## src/rtl/ping_controller_pkg.sv

```systemverilog
// ping_controller_pkg: shared FSM state type and default measurement timing
package ping_controller_pkg;
  typedef enum logic [2:0] {IDLE, BURST, BLANK, LISTEN, REARM} ping_state_t;
  localparam int BURST_HALF_DEF   = 625;
  localparam int BURST_PULSES_DEF = 8;
  localparam int BLANK_CYC_DEF    = 50000;
  localparam int WINDOW_CYC_DEF   = 1200000;
  localparam int REARM_CYC_DEF    = 100000;
  localparam int TOF_W_DEF        = 24;
endpackage

```

## src/rtl/ping_controller_tone_gen.sv

```systemverilog
// tone_gen: complementary transmit tone of a fixed number of periods, flags its last cycle
module tone_gen #(
  parameter int HALF   = 625,
  parameter int PULSES = 8
) (
  input  logic gclk,
  input  logic rst,
  input  logic go,
  output logic tx_p,
  output logic tx_n,
  output logic tone_done
);
  localparam int HW = $clog2(HALF + 1);
  localparam int PW = $clog2(2 * PULSES + 1);
  logic [HW-1:0] hc;
  logic [PW-1:0] pc;
  logic active;
  assign tone_done = active && hc == '0 && pc == '0;
  // half-period down-counter nested in a half-count down-counter; drive swaps on each half wrap
  always_ff @(posedge gclk or posedge rst) begin
    if (rst) begin
      active <= 1'b0;
      hc <= '0;
      pc <= '0;
      tx_p <= 1'b0;
      tx_n <= 1'b0;
    end else if (go) begin
      active <= 1'b1;
      hc <= HW'(HALF - 1);
      pc <= PW'(2 * PULSES - 1);
      tx_p <= 1'b1;
      tx_n <= 1'b0;
    end else if (active) begin
      if (hc != '0) begin
        hc <= hc - 1'b1;
      end else if (pc == '0) begin
        active <= 1'b0;
        tx_p <= 1'b0;
        tx_n <= 1'b0;
      end else begin
        hc <= HW'(HALF - 1);
        pc <= pc - 1'b1;
        tx_p <= ~tx_p;
        tx_n <= ~tx_n;
      end
    end
  end
endmodule

```

## src/rtl/ping_controller.sv

```systemverilog
// ping_controller: sequences burst, blanking, listening window and time-of-flight capture
module ping_controller
  import ping_controller_pkg::*;
#(
  parameter int BURST_HALF   = BURST_HALF_DEF,
  parameter int BURST_PULSES = BURST_PULSES_DEF,
  parameter int BLANK_CYC    = BLANK_CYC_DEF,
  parameter int WINDOW_CYC   = WINDOW_CYC_DEF,
  parameter int REARM_CYC    = REARM_CYC_DEF,
  parameter int TOF_W        = TOF_W_DEF
) (
  input  logic             gclk,
  input  logic             rst,
  input  logic             start,
  input  logic             detected,
  output logic             tx_p,
  output logic             tx_n,
  output logic             detect_en,
  output logic             busy,
  output logic [TOF_W-1:0] tof,
  output logic             tof_valid,
  output logic             timeout
);
  localparam int PH_MAX = BLANK_CYC > WINDOW_CYC ? (BLANK_CYC > REARM_CYC ? BLANK_CYC : REARM_CYC)
                                                 : (WINDOW_CYC > REARM_CYC ? WINDOW_CYC : REARM_CYC);
  localparam int PW = $clog2(PH_MAX + 1);
  ping_state_t state, nxt;
  logic [PW-1:0] ph, ph_nxt;
  logic [TOF_W-1:0] cnt, cnt_nxt;
  logic go, hit, expire, tone_done;
  assign go = state == IDLE && start;
  tone_gen #(.HALF(BURST_HALF), .PULSES(BURST_PULSES)) u_tone (
    .gclk      (gclk),
    .rst       (rst),
    .go        (go),
    .tx_p      (tx_p),
    .tx_n      (tx_n),
    .tone_done (tone_done)
  );
  // next state, phase counter reload on every timed transition, and saturating ToF count
  always_comb begin
    nxt = state;
    ph_nxt = ph;
    hit = 1'b0;
    expire = 1'b0;
    case (state)
      IDLE:   nxt = start ? BURST : IDLE;
      BURST: begin
        nxt = tone_done ? BLANK : BURST;
        ph_nxt = PW'(BLANK_CYC - 1);
      end
      BLANK: begin
        nxt = ph == '0 ? LISTEN : BLANK;
        ph_nxt = ph == '0 ? PW'(WINDOW_CYC - 1) : ph - 1'b1;
      end
      LISTEN: begin
        hit = detected;
        expire = !detected && ph == '0;
        nxt = hit || expire ? REARM : LISTEN;
        ph_nxt = hit || expire ? PW'(REARM_CYC - 1) : ph - 1'b1;
      end
      REARM: begin
        nxt = ph == '0 ? IDLE : REARM;
        ph_nxt = ph - 1'b1;
      end
      default: nxt = IDLE;
    endcase
    cnt_nxt = go ? '0 : (state inside {BURST, BLANK, LISTEN}) && cnt != '1 ? cnt + 1'b1 : cnt;
  end
  // state register with outputs registered from the next state
  always_ff @(posedge gclk or posedge rst) begin
    if (rst) begin
      state <= IDLE;
      ph <= '0;
      cnt <= '0;
      tof <= '0;
      tof_valid <= 1'b0;
      timeout <= 1'b0;
      detect_en <= 1'b0;
      busy <= 1'b0;
    end else begin
      state <= nxt;
      ph <= ph_nxt;
      cnt <= cnt_nxt;
      tof <= hit ? cnt : tof;
      tof_valid <= hit;
      timeout <= expire;
      detect_en <= nxt == LISTEN;
      busy <= nxt != IDLE;
    end
  end
endmodule

```

## config.mk

```make
export PLATFORM = sky130hd
export DESIGN_NAME = ping_controller
export DESIGN_NICKNAME = d
export VERILOG_FILES = /design/src/rtl/ping_controller_pkg.sv /design/src/rtl/ping_controller_tone_gen.sv /design/src/rtl/ping_controller.sv
export SDC_FILE = /design/constraint.sdc
export NUM_CORES = 1
export LEC_CHECK = 0
export ABC_AREA = 1
export ABC_CLOCK_PERIOD_IN_PS = 3000
export CORE_AREA = 4 4 109 111
export DETAILED_ROUTE_END_ITERATION = 10
export DIE_AREA = 0 0 113 115
export MAX_ROUTING_LAYER = met4
export PLACE_DENSITY = 0.81
export SYNTH_ARGS = -nofsm -noshare
export SYNTH_HDL_FRONTEND = slang
export SYNTH_SLANG_ARGS = --single-unit
export TNS_END_PERCENT = 10
```

## constraint.sdc

```tcl
create_clock -name gclk -period 3 [get_ports gclk]
set_input_delay 0.75 -clock gclk [delete_from_list [all_inputs] [get_ports gclk]]
set_output_delay 0.75 -clock gclk [all_outputs]
set_load 0.05 [all_outputs]
```

## Word-level counts from Yosys, hierarchy flattened

Index checks and enable logic that the tools add are counted.

- Register bits after elaboration: 94
- Input bits: 4
- Logic and storage cells: 81

- Add/subtract/negate cells: 4
- Equality and inequality tests: 9
- Mux-type cells: 33
- Bitwise operators: 2
- Reduce and logical (&&, ||, !) cells: 20

Operators with widths:

| operator | number |
|---|---|
| case mux 21 bit (4 select lines) | 1 |
| 2-to-1 mux 24 bit | 2 |
| 2-to-1 mux 21 bit | 2 |
| 2-to-1 mux 10 bit | 4 |
| adder 24 x 1 -> 24 bit, second input constant | 1 |
| != test 24 bit, second input constant | 1 |
| zero test 21 bit | 1 |
| subtractor 21 x 1 -> 21 bit, second input constant | 1 |
| 2-to-1 mux 5 bit | 4 |
| 2-to-1 mux 1 bit | 16 |
| case mux 3 bit (5 select lines) | 1 |
| zero test 10 bit | 1 |
| nonzero test 10 bit | 1 |
| subtractor 10 x 1 -> 10 bit, second input constant | 1 |
| == test 3 x 2 -> 1 bit, second input constant | 3 |
| 2-to-1 mux 3 bit | 2 |
| nonzero test 3 bit | 2 |
| logical AND 1 bit | 5 |
| zero test 5 bit | 1 |
| subtractor 5 x 1 -> 5 bit, second input constant | 1 |
| != test 2 bit, second input constant | 2 |
| AND reduction 2 bit | 2 |
| nonzero test 2 bit | 2 |
| nonzero test 4 bit | 1 |
| 9 further kinds | 10 |

## Logic depth before layout (Yosys ltp)

- Depth after elaboration: 6
- Depth in mapped cells: 12
- Depth with buffers taken out: 12

## Cells and area by module

From an unflattened synthesis, not the netlist that was laid out.

- Cells, all modules: 735
- Area total of the unflattened synthesis: 5315.1 sq um

Modules (own cells, without submodules):

| module | instances | cells an instance | area each (sq um) |
|---|---|---|---|
| ping_controller | 1 | 580 | 4201.5 |
| tone_gen | 1 | 155 | 1113.6 |

## Worst setup path after synthesis

No wires, ideal clock.

- Path type: input to register
- Start: input start
- End: register u_tone.hc[7]
- Library setup time: 128 ps
- Data arrival time: 1588 ps
- Required time: 2872 ps
- Slack: 1284 ps
- Stages: 6
- Cell sequence: nand2_1 nor2_2 inv_2 nand2_1 buf_2 o22ai_1

- Cells in the longest elaborated chain, start to end: 3

Ends and longest elaborated chain:

| item | line | text |
|---|---|---|
| start: declaration | ping_controller.sv:14 | `input logic start,` |
| logical AND 1 bit * | ping_controller.sv:31 | `assign go = state == IDLE && start;` |
| != test 3 bit (no source line) / nonzero test 2 bit (equally long branches) | -- |  |
| AND reduction 2 bit (no source line) | -- |  |
| end signal: assignment | ping_controller_tone_gen.sv:29 | `hc <= HW'(HALF - 1);` |
| end signal: assignment | ping_controller_tone_gen.sv:35 | `hc <= hc - 1'b1;` |
| end signal: assignment | ping_controller_tone_gen.sv:41 | `hc <= HW'(HALF - 1);` |
| end: declaration | ping_controller_tone_gen.sv:15 | `logic [HW-1:0] hc;` |

Mark *: on every way between the ends. The rest lies on a longest branch, timed or not.
A chain may end at the register's enable or synchronous reset.

## Worst setup path in the final report

- Start: register u_tone.tx_p
- End: output tx_p

RTL lines:

| item | line | text |
|---|---|---|
| start: declaration | ping_controller_tone_gen.sv:9 | `output logic tx_p,` |
| start signal: assignment | ping_controller_tone_gen.sv:43 | `tx_p <= ~tx_p;` |
| end: declaration | ping_controller.sv:16 | `output logic tx_p,` |

No word-level cell between the ends.

==> reports/results.ini <==
[outcome]
status=finished, final reports clean

[sta]
max_freq_mhz=429
setup_viol=0
setup_tns_ns=0
timing.final.crit_share=0.778
finClkSkew_ns=0.0140
worst_pin_slew_ns=0.693
slew_headroom=0.538
rsz0062_at_grt=false
finalHoldViolations=0
slew_viol_final=0
timing.final.crit_period_ns=2.33

[worst_setup_path]
path_cells=clkdlybuf4s50_1
start_kind=flop
crit_family=buffers and inverters
crit_buf_inv=1
cp_slowest_cell=clkdlybuf4s50_1
critPathArrivalTime_ns=1.58
critPathMaxStageDelay_ns=0.81
crit_fanout=3
end_kind=output pin
required_ns=2.25
criticalPathCategory=flop to output pin

[floorplanning]
start_util=0.494
die_y_um=115
chipWidth_um=113
die_area_um2=13000
core-area_um2=10800
io_pins=34
rows=38

[place]
dp.cells=896
dp_hpwl_um=8690
postPlaceCellArea_um2=5790
gp_congestion=0.953
portBuffers=33

[global_route]
grt_util_all_layers=0.204
grt.busiest_layer=met2
grt_max_degree=70
met3_usage=0.0416
gr-total-overflow=0
grt_use_met2=0.346
met1_usage=0.250
antenna_found_initial=0
grt_first_pass_wirelength_um=21200
grt_pass1_vias=4645

[detailed_routing]
vias_per_cell=5.04
drc=0
final_antenna_net_count=0
vias=4598
drtPass1Iterations=4
drt-wirelength-per-cell_um=13.1
routed_wl_um=11900
drtIter0Drc=201

[finish]
layout_common_cells=nand2_1, nor2_1, dfrtp_1
fin_nets=777
stdcell_area_um2=5990
syn_to_final_growth_pct=12.2
mostFrequentLayoutCell=nand2_1
drive_above_1_share=0.0661
final_util=0.555
n_fill_cell=1010
fin_cells=912
antennaDiodeCount=0

[cts]
clk_latency_ns=0.38
hold_buffers=0
cts_tree=yes
cts_sinks=94
ctsResizeCount=0
post_cts_buffers=0
cts.clk_slew.worst_paths_ns=0.10
h-tree-depth=3
cts_buffer_depth=2
cts_buffers=9
cts_root_buffer=clkbuf_8

[synth]
ys_top_cells_by_area=dfrtp_1, nand2_1, nor2_1
synth_area_um2=5340
synth_top_area_share=0.441
yosys.area.top_type=dfrtp_1
yosysSeqAreaShare=0.441
ys_seq_elements=94
synth_fp_nets=744
yosys_warnings=0
syn_inst=734
async_reset_ff_frac=1.00
syn_area_per_cell_um2=7.27
synthDistinctLibCells=30
synth_edf_count=0
synth_ff_type=dfrtp_1

[worst_hold_path]
hold_path.class=flop to flop

[power_and_ir_drop]
p_total_mw=2.93
p_leak_nw=2.86
ir_drop_mv=0.490
powerDensity_nw_per_um2=490

[flow_run]
maxCapViolCount=0

[cells by family after synthesis]
| logic type | share of synthesized area |
|---|---|
| xor gates and xnor gates | 0.0542 |
| adders and majority gates | 0.0141 |
| and+or+nand+nor | 0.350 |
| AOI/OAI and AO/OA | 0.0652 |
| buffers and inverters | 0.0757 |
| DFF | 0.441 |
[sequential cells by signal (all words and copies together), names as in the netlist]
name,flops
u_tone.tx_n,1
busy,1
timeout,1
ph,21
u_tone.pc,5
state,3
u_tone.hc,10
cnt,24
detect_en,1
tof_valid,1
u_tone.active,1
u_tone.tx_p,1
tof,24
[tightest hold or removal path, delay by kind of cell, from the launching register on]
family        cells  cell delay [ns]
flops             1             0.36
simple gates      2             0.10
[synth_stat cells (3+ instances only)]
cell and n:
a21oi_1 11, buf_2 3, buf_6 5, clkbuf_1 6
dfrtp_1 94, ha_1 6, inv_1 73, inv_2 6
nand2_1 251, nand2_2 3, nand3_1 58, nand3_2 3
nand4_1 11, nor2_1 97, nor2_2 5, nor2_4 6
nor3_1 4, o21ai_0 35, o21ai_1 10, o21ai_2 3
o22ai_1 4, xnor2_1 5, xor2_1 28
[per-stage QoR]
step	hold slack [ns]	setup WS (ns)
floorplan	0.453	1.14
global placement	0.460	0.613
detailed placement	0.467	0.562
CTS	0.494	0.648
global route	0.530	0.533
finish	0.485	0.667
[layer usage]
metal | part of all wire | wire length, µm
met1 | 0.45 | 5360
met2 | 0.51 | 6060
met3 | 0.031 | 374
met4 | 0.011 | 129
met5 | 0 | 0
[path summary, 6_finish.rpt]
path,from,end,slack (ns),cells after the start
max reg2reg,cnt[0]$_DFFE_PP0P_,cnt[20]$_DFFE_PP0P_,0.72,9
min,tof[8]$_DFFE_PP0P_,tof[8]$_DFFE_PP0P_,0.48,2
max in group asynchronous,rst,tof[11]$_DFFE_PP0P_,1.88,3
max,u_tone.tx_p$_DFFE_PP0P_,tx_p,0.67,1
min reg2reg,tof[8]$_DFFE_PP0P_,tof[8]$_DFFE_PP0P_,0.48,2
min in group asynchronous,rst,u_tone.hc[4]$_DFFE_PP0P_,0.81,3
[report_power, final]
group,internal [mW],switching (mW),total (mW)
logic,0.208,0.361,0.568
registers,1.39,0.135,1.53
clock network,0.328,0.513,0.841
total,1.93,1.01,2.93
[layout make-up]
cell class | count | area [µm²] | area share
well taps | 140 | 175 | 0.0293
clock buffers | 9 | 124 | 0.0207
multi-input cells | 545 | 2580 | 0.431
clock inverters | 7 | 77.6 | 0.0130
flip-flops and latches | 94 | 2350 | 0.393
repair buffers | 37 | 373 | 0.0623
inverters | 80 | 307 | 0.0512
(Power assumes the default switching activity.)
